===== src/rtl/wb_spi_flash_rd.sv =====
// Read-only Wishbone classic slave that maps an EPCS serial flash linearly.
// Each Wishbone read issues one 64-bit SPI READ (0x03) frame and returns
// the four data bytes little-endian. Writes are acked and ignored.
// A bit-bang bypass hands the flash pads straight to external pins.
// Ports:
//   wb_*        Wishbone classic slave (clk, async active-low reset).
//   bb_*        bit-bang bypass enable and pad values.
//   flash_*     SPI pads to the EPCS device (mode 0, MSB first).
module wb_spi_flash_rd #(
  parameter int unsigned CLK_DIV = 2,
  parameter int unsigned CS_HIGH = 4
) (
  input  logic        wb_clk_i,
  input  logic        wb_rst_n_i,
  input  logic [23:0] wb_adr_i,
  input  logic [31:0] wb_dat_i,
  input  logic [3:0]  wb_sel_i,
  input  logic        wb_we_i,
  input  logic        wb_cyc_i,
  input  logic        wb_stb_i,
  output logic [31:0] wb_dat_o,
  output logic        wb_ack_o,
  output logic        wb_err_o,
  input  logic        bb_en_i,
  input  logic        bb_sck_i,
  input  logic        bb_mosi_i,
  input  logic        bb_cs_n_i,
  output logic        flash_sck_o,
  output logic        flash_mosi_o,
  output logic        flash_cs_n_o,
  input  logic        flash_miso_i
);

  typedef enum logic [1:0] {
    IDLE,
    SHIFT,
    GAP,
    BYPASS
  } state_t;

  localparam logic [7:0] DIV_M1 = 8'(CLK_DIV - 1);
  localparam logic [7:0] GAP_M1 = 8'(CS_HIGH - 1);

  state_t      state_q;
  state_t      state_d;
  logic [7:0]  cnt_q;
  logic [5:0]  bit_q;
  logic [63:0] frame_q;
  logic [63:0] frame_ld;
  logic [31:0] rx_q;
  logic [31:0] dat_q;
  logic        sck_q;
  logic        mosi_q;
  logic        cs_n_q;
  logic        ack_q;
  logic        err_q;
  logic        live_q;

  logic req;
  logic rd_req;
  logic wr_req;
  logic phase_end;
  logic last_bit;
  logic unused_ok;

  assign unused_ok = ^{wb_dat_i, wb_sel_i, wb_adr_i[1:0]};

  // A request is ignored while its own ack/err is still on the bus,
  // so a held strobe is never answered twice.
  assign req    = wb_cyc_i & wb_stb_i & ~ack_q & ~err_q;
  assign rd_req = req & ~wb_we_i & ~bb_en_i;
  assign wr_req = req & wb_we_i;

  assign phase_end = (cnt_q == DIV_M1);
  assign last_bit  = phase_end & sck_q & (bit_q == 6'd63);

  assign frame_ld = {8'h03, wb_adr_i[23:2], 2'b00, 32'h0};

  always_ff @(posedge wb_clk_i or negedge wb_rst_n_i) begin
    if (!wb_rst_n_i) begin
      state_q <= IDLE;
    end else begin
      state_q <= state_d;
    end
  end

  always_comb begin
    state_d = state_q;
    unique case (state_q)
      IDLE: begin
        if (rd_req) begin
          state_d = SHIFT;
        end else if (wr_req) begin
          state_d = IDLE;
        end else if (bb_en_i) begin
          state_d = BYPASS;
        end
      end
      SHIFT: begin
        if (last_bit) begin
          state_d = GAP;
        end
      end
      GAP: begin
        if (cnt_q == GAP_M1) begin
          state_d = IDLE;
        end
      end
      BYPASS: begin
        if (!bb_en_i) begin
          state_d = GAP;
        end
      end
      default: state_d = IDLE;
    endcase
  end

  always_ff @(posedge wb_clk_i or negedge wb_rst_n_i) begin
    if (!wb_rst_n_i) begin
      cnt_q   <= '0;
      bit_q   <= '0;
      frame_q <= '0;
      rx_q    <= '0;
      dat_q   <= '0;
      sck_q   <= 1'b0;
      mosi_q  <= 1'b0;
      cs_n_q  <= 1'b1;
      ack_q   <= 1'b0;
      err_q   <= 1'b0;
      live_q  <= 1'b0;
    end else begin
      ack_q <= 1'b0;
      err_q <= 1'b0;
      unique case (state_q)
        IDLE: begin
          cnt_q <= '0;
          bit_q <= '0;
          if (rd_req) begin
            frame_q <= frame_ld;
            mosi_q  <= frame_ld[63];
            cs_n_q  <= 1'b0;
            sck_q   <= 1'b0;
            live_q  <= 1'b1;
          end else if (wr_req) begin
            ack_q <= 1'b1;
          end
        end
        SHIFT: begin
          // The frame always runs to completion; a dropped cycle only
          // suppresses the ack.
          if (!wb_cyc_i) begin
            live_q <= 1'b0;
          end
          if (!phase_end) begin
            cnt_q <= cnt_q + 8'd1;
          end else begin
            cnt_q <= '0;
            if (!sck_q) begin
              sck_q <= 1'b1;
              rx_q  <= {rx_q[30:0], flash_miso_i};
            end else if (last_bit) begin
              sck_q  <= 1'b0;
              mosi_q <= 1'b0;
              cs_n_q <= 1'b1;
              if (live_q && wb_cyc_i) begin
                ack_q <= 1'b1;
                dat_q <= {rx_q[7:0], rx_q[15:8],
                          rx_q[23:16], rx_q[31:24]};
              end
            end else begin
              sck_q   <= 1'b0;
              bit_q   <= bit_q + 6'd1;
              frame_q <= {frame_q[62:0], 1'b0};
              mosi_q  <= frame_q[62];
            end
          end
        end
        GAP: begin
          cnt_q <= cnt_q + 8'd1;
        end
        BYPASS: begin
          cnt_q <= '0;
          if (req) begin
            err_q <= 1'b1;
          end
        end
        default: begin
          cnt_q <= '0;
        end
      endcase
    end
  end

  always_comb begin
    flash_sck_o  = sck_q;
    flash_mosi_o = mosi_q;
    flash_cs_n_o = cs_n_q;
    if (state_q == BYPASS) begin
      flash_sck_o  = bb_sck_i;
      flash_mosi_o = bb_mosi_i;
      flash_cs_n_o = bb_cs_n_i;
    end
  end

  assign wb_dat_o = dat_q;
  assign wb_ack_o = ack_q;
  assign wb_err_o = err_q;

endmodule

===== config.mk =====
export PLATFORM = sky130hd
export DESIGN_NAME = wb_spi_flash_rd
export DESIGN_NICKNAME = d
export VERILOG_FILES = /design/src/rtl/wb_spi_flash_rd.sv
export SDC_FILE = /design/constraint.sdc
export NUM_CORES = 1
export LEC_CHECK = 0
export BUFFER_PORTS_ARGS = -buffer_cell sky130_fd_sc_hd__buf_4
export CAP_MARGIN = 20
export CORE_MARGIN = 2
export CORE_UTILIZATION = 45
export DETAILED_ROUTE_END_ITERATION = 10
export MAX_ROUTING_LAYER = met4
export PLACE_DENSITY = 0.68
export SLEW_MARGIN = 10
export SYNTH_ARGS = -nofsm -noshare
export SYNTH_HDL_FRONTEND = slang
export SYNTH_SLANG_ARGS = --single-unit

===== constraint.sdc =====
create_clock -name wb_clk_i -period 4.1 [get_ports wb_clk_i]
set_input_delay 0.82 -clock wb_clk_i [delete_from_list [all_inputs] [get_ports wb_clk_i]]
set_output_delay 0.82 -clock wb_clk_i [all_outputs]
set_load 0.01 [all_outputs]

==> results of run 1 <==
area by class of cell:
cell class	count	share of cell area [%]
well taps	136	2.85
repair buffers	77	9.67
inverters	7	0.439
flip-flops and latches	115	48.1
clock buffers	17	6.92
clock inverters	15	2.64
multi-input cells	214	29.4
stage by stage:
step | power, mW | instances
floorplan | 1.81 | 356
global placement | 1.95 | 549
detailed placement | 1.98 | 549
CTS | 3.39 | 581
global route | 3.53 | 581
finish | 3.35 | 581
logic make-up (layout without fill, tap and decap cells):
group	count (synthesis)	count (layout)	synth area share, %
XOR/XNOR	6	6	1.10
multiplexers	68	68	16.1
adder cells (fa/ha/maj)	3	3	0.788
AND/OR/NAND/NOR	64	64	7.33
buffers and inverters	27	116	2.89
flip-flops	115	115	60.4
AO/OA/AOI/OAI	73	73	11.4
flip-flops by register name (all words and copies together), names as in the netlist:
register and flops:
mosi_q 1, cs_n_q 1, live_q 1, state_q 2, sck_q 1, frame_q 29
wb_ack_o 1, wb_dat_o 32, bit_q 6, wb_err_o 1, cnt_q 8, rx_q 32
power breakdown:
group / switching [mW] / internal (mW)
Clock: 0.523 / 0.867
Sequential: 0.152 / 1.31
Combinational: 0.244 / 0.257
Total: 0.920 / 2.43
per-layer routing:
| metal | wire, µm | up-vias | track usage, % | share of wire (%) |
|---|---|---|---|---|
| met4 | 108 | 0 | 5.19 | 1.2 |
| li1 | - | 1487 | - | - |
| met2 | 4320 | 50 | 26.7 | 47 |
| met5 | 0 | - | - | 0 |
| met3 | 296 | 13 | 4.86 | 3.3 |
| met1 | 4370 | 1595 | 23.7 | 48 |
critical path, delay by kind of cell, from the launching register on:
| kind | cells | cell delay, ns |
|---|---|---|
| buffers and inverters | 1 | 0.41 |
| muxes | 1 | 0.38 |
| and+or+nand+nor | 4 | 1.69 |
| DFF | 1 | 0.43 |
worst max-delay path by stage:
stage,slack [ns],start,end,depth (start not counted)
floorplan,1.51,cnt_q[2]$_DFF_PN0_,wb_dat_o[10]$_DFFE_PN0P_,8
global placement,1.10,cnt_q[2]$_DFF_PN0_,wb_dat_o[0]$_DFFE_PN0P_,6
detailed placement,1.08,cnt_q[2]$_DFF_PN0_,wb_dat_o[7]$_DFFE_PN0P_,6
CTS,1.04,cnt_q[2]$_DFF_PN0_,wb_dat_o[22]$_DFFE_PN0P_,6
global route,0.93,cnt_q[2]$_DFF_PN0_,wb_dat_o[0]$_DFFE_PN0P_,6
finish,1.06,cnt_q[2]$_DFF_PN0_,wb_dat_o[22]$_DFFE_PN0P_,6
cell usage in the layout, fill, tap and decap left out, types with 2 or more instances in the layout:
cell type / count
sky130_fd_sc_hd__and3_1: 5
sky130_fd_sc_hd__o22a_1: 3
sky130_fd_sc_hd__a21oi_1: 4
sky130_fd_sc_hd__o311ai_0: 2
sky130_fd_sc_hd__nand3_1: 10
sky130_fd_sc_hd__nand2_1: 14
sky130_fd_sc_hd__xor2_1: 5
sky130_fd_sc_hd__bufinv_16: 2
sky130_fd_sc_hd__nand4_1: 2
sky130_fd_sc_hd__nor2_1: 15
sky130_fd_sc_hd__o22ai_1: 22
sky130_fd_sc_hd__clkinvlp_4: 4
sky130_fd_sc_hd__clkinv_2: 3
sky130_fd_sc_hd__clkinv_4: 3
sky130_fd_sc_hd__mux2_1: 30
sky130_fd_sc_hd__inv_1: 7
sky130_fd_sc_hd__o21ai_0: 4
sky130_fd_sc_hd__ha_1: 3
sky130_fd_sc_hd__a2bb2oi_1: 21
sky130_fd_sc_hd__mux2_2: 38
sky130_fd_sc_hd__inv_6: 3
sky130_fd_sc_hd__buf_4: 77
sky130_fd_sc_hd__dfrtp_1: 114
sky130_fd_sc_hd__a22o_1: 7
sky130_fd_sc_hd__clkbuf_16: 16
sky130_fd_sc_hd__nor3_4: 2
sky130_fd_sc_hd__nor3_1: 5
==> results summary, run 1 <==
The flow ran to the end, and the final reports show no timing, DRC or antenna violations. The worst setup path is launched from a flip-flop. The cell area after technology mapping came out at 4770 µm². The total power divided by cell area came out at between 500 and 600 nW/µm².

The placed cell area came out at 5410 µm². The arrival time reported for the critical path endpoint came out at 3.41 ns. The post-CTS setup buffer count came out at 0. The area occupied by registers is 2880 µm². sky130_fd_sc_hd__dfrtp_1 is the most common cell in the netlist. Hold timing on the final database bottoms out at a slack of 0.465 ns.

The synthesized area per cell came out at 13.4 µm². The die is 107 µm wide. The final-report max-slew violation count was 0.

The worst-skew pair later-pin latency came out at about 0.5 ns. The pre-CTS setup slack came out at 1.08 ns. The final cell utilization of the core is 57.9%. The number of inserted diodes came out at 0. The relative max-transition margin is between 30% and 40%.

TritonCTS built the clock tree. After legalization and detailed placement, the total HPWL measured about 6000 µm. The final count of hold timing violations came to 0.

The shortest clock period the worst path allows after layout is 3.04 ns. The starting density of the core is 46.2%. The weighted congestion at the end of routability-driven global placement is 0.812. The worst clock skew came out at 0.00835 ns. Setup violations remaining at the end of the flow were counted as 0. Dividing the final minimum period by the clock period gives between 70% and 80%. Summing over every cut layer, the via total after detailed routing is 3145. The initial antenna violation count is 0. The global-route wire length before repair is 15600 µm. Across all register-to-register paths, the minimum setup slack is 1.06 ns. The register clock-pin slew on the reported worst setup and hold paths came out at 0.06 ns. The die span in y is 107 µm. The endpoint identified for the worst register-to-register timing path is wb_dat_o[22]$_DFFE_PN0P_. Counting every instance in the synthesized netlist gives 356. The number of flops mapped to enable cells by yosys came out at 0. The iteration-0 DRC count of the detailed router came out at 124. In the final design database the tool counted approximately 510 nets. The DRC violation count after routing is 0. The register area share after synthesis is 60.4%. The area growth from synthesis to final layout came out at 25.5%. Buffers placed on the I/O ports in this run total 68.

After detailed routing, the average wire length per cell comes to ~16 µm. After floorplanning, the core was divided into 37 placement rows. The clock root buffer is sky130_fd_sc_hd__clkbuf_8. Setup repair after global routing left no endpoint under its margin. No sink is reached through more buffers than the 2 on the longest clock path. For this run the aggregate overflow at the end of global routing stands at 0. The analysis attributes to cell leakage a power of between 2 and 3 nW. In the final layout, the multi-input gates occupy between 1500 and 2000 µm². The critical-path maximum fanout is 33.

For this design the top-level I/O count stands at around 110. For this run, the leading register cell type out of synthesis is sky130_fd_sc_hd__dfrtp_1. The slew at the pin closest to its max-slew limit is 0.908 ns. Entering global routing, the biggest net connects 74 pins. The filler cells instantiated in the layout total 846. The routed design has about 9100 µm of wire. After routing, the total negative slack on setup checks comes to 0 ns. Across the run, the number of max-cap violations was 0.

Traced cell by cell, the critical path runs through or4_4 > or4b_1 > nor3_4 > and3_1 > buf_4 > mux2_1. The first-pass iteration count of the detailed router came out at 4. The slowest cell on the critical path is sky130_fd_sc_hd__or4b_1. The maximum operating frequency came out at ~0.33 GHz.

The clock sink total is 115. Once layout is done, the placed cells without fillers occupy 5980 µm². After synthesis, the cell types taking the most area are sky130_fd_sc_hd__dfrtp_1 60%, sky130_fd_sc_hd__mux2_2 9.0%, sky130_fd_sc_hd__mux2_1 7.1%, sky130_fd_sc_hd__a2bb2oi_1 3.9%, sky130_fd_sc_hd__o22ai_1 2.9%. The critical path required time came out at ~4.5 ns. The post-route antenna net violation count came out at 0. The average vias per placed instance came out at 5.41. The number of nets in the synthesized netlist is between 400 and 500. Setup slack on the critical path of the routed design comes to 1.06 ns. The number of distinct library cells after synthesis came out at 48.

The type of the setup path with the least slack is flip-flop to flip-flop. In this run, synthesis produced a sequential element count of 115. The number of cell instances on the worst register-to-register path is 6. After synthesis, the most frequently instantiated cells are 114 x sky130_fd_sc_hd__dfrtp_1, 38 x sky130_fd_sc_hd__mux2_2, 30 x sky130_fd_sc_hd__mux2_1. The all-layer global routing usage came out at 17.7%. The total CTS buffers came out at 17. In the final layout, the share of cells above drive strength 1 is 34.4%.

The post-synthesis cell type with the largest combined area is sky130_fd_sc_hd__dfrtp_1. The share of async-settable or async-resettable flops after synthesis came out at 100%. The worst register-to-register path begins at cnt_q[2]$_DFF_PN0_. During synthesis, Yosys emitted a total of 0 warnings. The via count of the first global-routing pass was ~3200.

The path class of the tightest hold or removal check is primary input to async pin. The maximum resistive drop on vdd came out at 327 µV. The post-cts resize count came out at 0. The number of buffers inserted by hold repair at cts is 0. The total die area is 11400 µm². The largest stage delay on the critical path came out at 0.68 ns.

The nature of the critical path endpoint is a flip-flop. The synthesized design devotes to its leading area cell type 59.9% of total area. The number of H-tree levels is 4. After floorplanning, the core was sized to cover between 10000 and 15000 µm².
Note: power is estimated with default switching activity, not from simulation.
==> inputs of run 2 (changes only) <==
ABC_AREA = 1   (was unset)
clock period = 3.1 ns   (was 4.1 ns; I/O delays follow)
==> results summary, run 2 <==
The non-filler instance count after layout is 823 (was 581). Top area cells in the synthesized netlist: sky130_fd_sc_hd__dfrtp_1 55%, sky130_fd_sc_hd__nand2_1 18%, sky130_fd_sc_hd__o21ai_1 4.0%, sky130_fd_sc_hd__inv_1 3.6%, sky130_fd_sc_hd__nand4_1 3.5% (was sky130_fd_sc_hd__dfrtp_1 60%, sky130_fd_sc_hd__mux2_2 9.0%, sky130_fd_sc_hd__mux2_1 7.1%, sky130_fd_sc_hd__a2bb2oi_1 3.9%, sky130_fd_sc_hd__o22ai_1 2.9%). The average vias per placed instance is 4.89 (was 5.41). The clock root buffer is sky130_fd_sc_hd__clkbuf_16 (was sky130_fd_sc_hd__clkbuf_8). The number of nets in the synthesized netlist is 677 (was 429).

The slew at the pin closest to its max-slew limit was 0.603 ns (was 0.908 ns). The number of top-level pins is 107 (unchanged). The highest routing layer actually used is met4 (unchanged).

The placed cell area was 5700 µm² (was 5410 µm²). The post-CTS setup buffer count is 0 (unchanged). The capture point of the critical path is frame_q[61]$_DFFE_PN0P_ (was wb_dat_o[22]$_DFFE_PN0P_).

The number of distinct library cells after synthesis is 29 (was 48). The gate family responsible for the most delay along the worst path is simple AND/OR/NAND/NOR gates (unchanged). The number of H-tree levels came out at 4 (unchanged). The final cell utilization of the core came out at 56.2% (was 57.9%).

The via count of the first global-routing pass is 3794 (was 3224). The shortest clock period the worst path allows after layout came out at 2.48 ns (was 3.04 ns). The instance count after placement with tap cells included came out at 792 (was 549).

The final-report max-slew violation count is 0 (unchanged). The number of buffers inserted by hold repair at cts came out at 0 (unchanged). The most frequently used flop master after synthesis is sky130_fd_sc_hd__dfrtp_1 (unchanged). The area of all placed cells without fillers is 6330 µm² (was 5980 µm²). Status: completed (unchanged).

The worst-skew pair later-pin latency came out at 0.40 ns (was 0.50 ns). The die span in y is 111 µm (was 107 µm). The most numerous cell in the Yosys netlist is sky130_fd_sc_hd__nand2_1 (was sky130_fd_sc_hd__dfrtp_1).

The share of final-layout standard cells stronger than drive strength 1 is 17.9% (was 34.4%). The total CTS buffers is 17 (unchanged). The initial antenna violation count came out at 0 (unchanged). The weighted congestion at the end of routability-driven global placement is 0.750 (was 0.812).

The slowest cell on the critical path is sky130_fd_sc_hd__nand3_2 (was sky130_fd_sc_hd__or4b_1). The simple-gate share of the synthesized area was 27.9% (was 7.32%). The register clock-pin slew on the reported worst setup and hold paths is 0.05 ns (was 0.06 ns). The post-synthesis cell type with the largest combined area is sky130_fd_sc_hd__dfrtp_1 (unchanged). The number of cell instances on the worst register-to-register path was 8 (was 6). The final setup violation count is 0 (unchanged).

The total wirelength of the detailed-routed design is 10100 µm (was 9100 µm). The beginning of the worst register-to-register path is state_q[0]$_DFFE_PN0P_ (was cnt_q[2]$_DFF_PN0_). The routed metal-1 wire length is 4790 µm (was 4370 µm). The clock sink total came out at 115 (unchanged). The wire length on met3 came to 368 µm (was 296 µm). The maximum operating frequency came to 0.403 GHz (was 0.329 GHz). The maximum resistive drop on vdd is 387 µV (was 327 µV). The number of vias after detailed routing is 4023 (was 3145).

The critical-path maximum fanout came out at 29 (was 33). The number of buffer cells added on primary ports came out at 68 (unchanged). The yosys synthesis warning count came to 0 (unchanged). The leftover overflow at the end of global routing was 0 (unchanged). The arrival time reported for the critical path endpoint is 2.76 ns (was 3.41 ns).

The number of inserted diodes is 0 (unchanged). The detailed route wirelength on metal2 is 4800 µm (was 4320 µm). The total power divided by cell area is 802 nW/µm² (was 560 nW/µm²). The leakage power figure is 3.14 nW (was 2.98 nW). The worst clock skew is 0.0121 ns (was 0.00835 ns). Most frequent cells in the layout: 242 x sky130_fd_sc_hd__nand2_1, 114 x sky130_fd_sc_hd__dfrtp_1, 74 x sky130_fd_sc_hd__buf_4, 49 x sky130_fd_sc_hd__inv_1, 41 x sky130_fd_sc_hd__o21ai_1 (was 114 x sky130_fd_sc_hd__dfrtp_1, 77 x sky130_fd_sc_hd__buf_4, 38 x sky130_fd_sc_hd__mux2_2, 30 x sky130_fd_sc_hd__mux2_1, 22 x sky130_fd_sc_hd__o22ai_1). The relative max-transition margin came out at 59.8% (was 39.4%). The startpoint class of the critical path is a flip-flop (unchanged).

The start point of the critical path was state_q[0]$_DFFE_PN0P_ (was cnt_q[2]$_DFF_PN0_). The max capacitance violation total is 0 (unchanged). The type of the setup path with the least slack was flip-flop to flip-flop (unchanged). The total die area was 12300 µm² (was 11400 µm²). The core region area is 11300 µm² (was 10300 µm²). The number of cells produced by synthesis came out at 604 (was 356). The area share of fa/ha/maj cells after synthesis came out at 0.729% (was 0.788%). The count of filler cells inserted in the layout is 1017 (was 846). The iteration-0 DRC count of the detailed router is 258 (was 124). The maximum clock insertion buffer count came out at 2 (unchanged). The number of standard-cell rows in the floorplan came to 39 (was 37). The final setup TNS is 0 ns (unchanged). The DRC violation count after routing came out at 0 (unchanged). The width of the chip is 111 µm (was 107 µm). The critical path required time is 3.38 ns (was 4.47 ns).

The first-pass iteration count of the detailed router came out at 5 (was 4). The share of async-settable or async-resettable flops after synthesis is 100% (unchanged). The largest net degree at the start of global routing came out at 66 (was 74). The global-route wire length before repair is 17700 µm (was 15600 µm). The routed wire length per instance was 12.2 µm (was 15.7 µm).

The cell area after technology mapping was 5150 µm² (was 4770 µm²). The net total in the final layout is 741 (was 505). Series of cell instances along the critical path: inv_2 > nor2_4 > inv_2 > nor2_2 > nor2_8 > nand3_2 > nand2_1 > nand2_1 (was or4_4 > or4b_1 > nor3_4 > and3_1 > buf_4 > mux2_1). The parity-gate share of the synthesized area counting xor and xnor cells was 0% (was 1.10%). The clock tree from TritonCTS is built (unchanged). Most common library cells after synthesis: 243 x sky130_fd_sc_hd__nand2_1, 114 x sky130_fd_sc_hd__dfrtp_1, 49 x sky130_fd_sc_hd__inv_1 (was 114 x sky130_fd_sc_hd__dfrtp_1, 38 x sky130_fd_sc_hd__mux2_2, 30 x sky130_fd_sc_hd__mux2_1). The dominant combinational cell family by area after synthesis is simple AND/OR/NAND/NOR gates (was multiplexers). The starting density of the core came out at 45.7% (was 46.2%). The worst hold path class was primary input to async pin (unchanged). The post-cts resize count came out at 0 (unchanged). The all-layer global routing usage came out at 18.1% (was 17.7%). The share of the synthesized area in the top cell type is 55.4% (was 59.9%). The sum of internal, switching and leakage power came out at 5.08 mW (was 3.35 mW). The final worst-path cycle share came out at 80.0% (was 74.2%). RSZ-0062 raised after global routing: no (unchanged).

The worst setup slack for register-to-register paths came out at 0.62 ns (was 1.06 ns). The multiplexer fraction of the synthesized cell area is 0% (was 16.1%). The largest stage delay on the critical path is 0.55 ns (was 0.68 ns). The post-route antenna net violation count came out at 0 (unchanged).

The nature of the critical path endpoint is a flip-flop (unchanged). The final count of hold timing violations is 0 (unchanged). The register area share after synthesis was 55.9% (was 60.4%). The instance count on the critical path is 8 (was 6). The synthesized flop and latch total is 115 (unchanged). The destination of the worst register-to-register timing path is frame_q[61]$_DFFE_PN0P_ (was wb_dat_o[22]$_DFFE_PN0P_). The area fraction in compound gates after synthesis came out at 7.75% (was 11.4%). The area growth from synthesis to final layout is 23.0% (was 25.5%). The HPWL after detailed placement came out at 6470 µm (was 5840 µm). The synthesized area per cell is 8.52 µm² (was 13.4 µm²). The most common cell after layout, fill and taps aside is sky130_fd_sc_hd__nand2_1 (was sky130_fd_sc_hd__dfrtp_1).

The number of buffer and inverter stages on the critical path came out at 2 (was 1). The number of flops mapped to enable cells by yosys is 0 (unchanged).
run 2: per-stage QoR:
| step | worst slack (ns) | hold slack [ns] |
|---|---|---|
| floorplan | 1.53 | 0.324 |
| global placement | 0.643 | 0.453 |
| detailed placement | 0.623 | 0.456 |
| CTS | 0.610 | 0.0902 |
| global route | 0.391 | 0.0970 |
| finish | 0.618 | 0.0919 |
run 2: worst min path at each step:
stage                          endpoint  slack (ns)  cells after the start               startpoint
6_report       wb_dat_o[27]$_DFFE_PN0P_        0.09                      1               wb_rst_n_i
3_5_place_dp    frame_q[56]$_DFFE_PN0P_        0.46                      2  frame_q[56]$_DFFE_PN0P_
3_3_place_gp    frame_q[58]$_DFFE_PN0P_        0.45                      2  frame_q[58]$_DFFE_PN0P_
4_1_cts        wb_dat_o[24]$_DFFE_PN0P_        0.09                      1               wb_rst_n_i
2_1_floorplan      bit_q[0]$_DFFE_PN0P_        0.32                      0               wb_rst_n_i
5_1_grt        wb_dat_o[30]$_DFFE_PN0P_         0.1                      1               wb_rst_n_i
run 2: metal layers:
layer / vias up / GRT usage [%]
met3: 9 / 4.98
met5: - / -
met1: 1878 / 23.4
li1: 2052 / -
met4: 0 / 6.67
met2: 84 / 27.7
run 2: cell families (layout without fill, tap and decap cells):
group / after synthesis / after routing
simple gates: 327 / 327
flops: 115 / 115
compound gates: 78 / 78
fa+ha+maj: 3 / 3
buf+inv: 81 / 157
run 2: power by group:
part	switching (mW)	internal (mW)	leakage (nW)
sequential	0.149	1.73	1.56
combinational	0.747	0.360	1.28
clock	0.651	1.44	0.307
run 2: layout make-up:
cell class / instances / area (µm²) / share of cell area [%]
clock buffer: 21 / 450 / 7.12
inverter: 51 / 191 / 3.02
sequential: 115 / 2880 / 45.5
clock inverter: 10 / 181 / 2.87
tap: 143 / 179 / 2.83
multi-input combinational: 408 / 1870 / 29.6
timing repair buffer: 75 / 576 / 9.09
==> inputs of run 3 (changes only) <==
clock period = 2.3 ns   (was 3.1 ns; I/O delays follow)
==> results summary, run 3 (synthesized netlist as in run 2, its figures left out) <==
The leftover overflow at the end of global routing is 0 (unchanged). The final setup TNS came out at 0 ns (unchanged). The register clock-pin slew on the reported worst setup and hold paths came out at 0.05 ns (about the same). The slowest cell on the critical path is sky130_fd_sc_hd__nand3_2 (unchanged).

RSZ-0062 raised after global routing: no (unchanged). The DRC violation count after routing came out at 0 (unchanged). The most common cell after layout, fill and taps aside is sky130_fd_sc_hd__nand2_1 (unchanged). The total wirelength of the detailed-routed design came out at 10100 µm (about the same). The width of the chip is 111 µm (unchanged). The slew at the pin closest to its max-slew limit was 0.616 ns (was 0.603 ns). The total CTS buffers is 17 (unchanged). The via count of the first global-routing pass was 4044 (was 3794). The final worst-path cycle share is 87.1% (was 80.0%). Status: completed (unchanged). The total power divided by cell area came out at 1050 nW/µm² (was 802 nW/µm²). The share of final-layout standard cells stronger than drive strength 1 came to 18.4% (was 17.9%).

The first-pass iteration count of the detailed router is 4 (was 5). The startpoint class of the critical path is a flip-flop (unchanged). The total die area is 12300 µm² (unchanged).

The largest stage delay on the critical path was 0.46 ns (was 0.55 ns). The net total in the final layout came out at 743 (was 741). The all-layer global routing usage is 18.3% (was 18.1%).

The leakage power figure is 3.13 nW (was 3.14 nW). The maximum resistive drop on vdd came out at 593 µV (was 387 µV). The arrival time reported for the critical path endpoint came to 2.29 ns (was 2.76 ns). The final-layout worst hold slack is 0.109 ns (was 0.0919 ns). The weighted congestion at the end of routability-driven global placement is 0.802 (was 0.750).

The gate family responsible for the most delay along the worst path is simple AND/OR/NAND/NOR gates (unchanged). The worst clock skew is 0.0109 ns (was 0.0121 ns). The instance count after placement with tap cells included is 794 (was 792). The post-route antenna net violation count came to 0 (unchanged).

The post-CTS setup buffer count is 0 (unchanged). The count of filler cells inserted in the layout was 1009 (was 1017). Most frequent cells in the layout: 242 x sky130_fd_sc_hd__nand2_1, 114 x sky130_fd_sc_hd__dfrtp_1, 76 x sky130_fd_sc_hd__buf_4, 49 x sky130_fd_sc_hd__inv_1, 41 x sky130_fd_sc_hd__o21ai_1 (was 242 x sky130_fd_sc_hd__nand2_1, 114 x sky130_fd_sc_hd__dfrtp_1, 74 x sky130_fd_sc_hd__buf_4, 49 x sky130_fd_sc_hd__inv_1, 41 x sky130_fd_sc_hd__o21ai_1). The average vias per placed instance came to 4.86 (was 4.89).

The die span in y is 111 µm (unchanged). The number of buffer cells added on primary ports was 68 (unchanged). The initial antenna violation count came out at 0 (unchanged).

The number of vias after detailed routing is 4002 (was 4023). The shortest clock period the worst path allows after layout came out at 2.00 ns (was 2.48 ns). The global-route wire length before repair is 17800 µm (was 17700 µm). The placed cell area came out at 5710 µm² (was 5700 µm²).

The final-report max-slew violation count was 0 (unchanged). The core region area is 11300 µm² (unchanged). The iteration-0 DRC count of the detailed router is 278 (was 258). The nature of the critical path endpoint is a flip-flop (unchanged). The number of inserted diodes is 0 (unchanged). The number of H-tree levels came out at 4 (unchanged).

The clock sink total is 115 (unchanged). The instance count on the critical path came out at 8 (unchanged). The area growth from synthesis to final layout came out at 22.5% (was 23.0%).

The number of top-level pins came out at 107 (unchanged). The maximum clock insertion buffer count is 2 (unchanged). The HPWL after detailed placement came out at 6350 µm (was 6470 µm). The number of cell instances on the worst register-to-register path is 8 (unchanged). The starting density of the core came out at 45.7% (unchanged). Series of cell instances along the critical path: inv_2 > nor2_4 > inv_2 > nor2_2 > nor2_8 > nand3_2 > nand2_1 > nand2_1 (unchanged).

The final cell utilization of the core came out at 55.9% (was 56.2%). The number of buffers inserted by hold repair at cts is 0 (unchanged). The minimum setup slack in the final design is 0.296 ns (was 0.618 ns). The critical path required time came out at 2.59 ns (was 3.38 ns).

The area of all placed cells without fillers is 6300 µm² (was 6330 µm²). The max capacitance violation total is 0 (unchanged). The routed wire length per instance came out at 12.2 µm (about the same). The non-filler instance count after layout came to 824 (was 823). The maximum operating frequency is 0.499 GHz (was 0.403 GHz). The worst-skew pair later-pin latency was 0.41 ns (was 0.40 ns). The final count of hold timing violations is 0 (unchanged). The relative max-transition margin came to 58.9% (was 59.8%).

The worst hold path class was primary input to async pin (unchanged). The sum of internal, switching and leakage power came out at 6.64 mW (was 5.08 mW). The pre-CTS setup slack came to 0.277 ns (was 0.623 ns). The critical-path maximum fanout is 29 (unchanged). The post-cts resize count came out at 0 (unchanged). The number of standard-cell rows in the floorplan came out at 39 (unchanged). The number of buffer and inverter stages on the critical path is 2 (unchanged). The clock root buffer is sky130_fd_sc_hd__clkbuf_16 (unchanged). The clock tree from TritonCTS is built (unchanged). The type of the setup path with the least slack is flip-flop to flip-flop (unchanged). The largest net degree at the start of global routing came out at 116 (was 66). The final setup violation count came out at 0 (unchanged).
-- run 3: worst paths after layout --
check | startpoint | end | slack (ns)
worst min-delay path | wb_rst_n_i | wb_dat_o[18]$_DFFE_PN0P_ | 0.11
min in group wb_clk_i | wb_adr_i[2] | frame_q[34]$_DFFE_PN0P_ | 0.27
max in group asynchronous | wb_rst_n_i | frame_q[46]$_DFFE_PN0P_ | 1.71
worst max-delay path | state_q[0]$_DFFE_PN0P_ | frame_q[62]$_DFFE_PN0P_ | 0.30
worst min register to register | frame_q[60]$_DFFE_PN0P_ | frame_q[60]$_DFFE_PN0P_ | 0.47
worst max register to register | state_q[0]$_DFFE_PN0P_ | frame_q[62]$_DFFE_PN0P_ | 0.30
-- run 3: layout make-up --
class,count,area (µm²),area share [%]
clock inverter,10,134,2.12
tap,143,179,2.84
timing repair buffer,77,591,9.37
sequential,115,2880,45.7
multi-input combinational,408,1870,29.7
inverter,51,191,3.04
clock buffer,20,457,7.24
-- run 3: routing by layer --
metal	routed length, µm	track usage, %	up-vias
met5	0	-	-
met4	156	7.58	0
met3	390	4.81	14
met2	4870	28.2	79
met1	4650	23.1	1851
li1	-	-	2058
-- run 3: power by group --
| part | total [mW] | switching [mW] | internal (mW) |
|---|---|---|---|
| registers | 2.54 | 0.202 | 2.33 |
| clock network | 2.60 | 0.867 | 1.74 |
| logic | 1.50 | 0.998 | 0.505 |
| total | 6.64 | 2.07 | 4.58 |
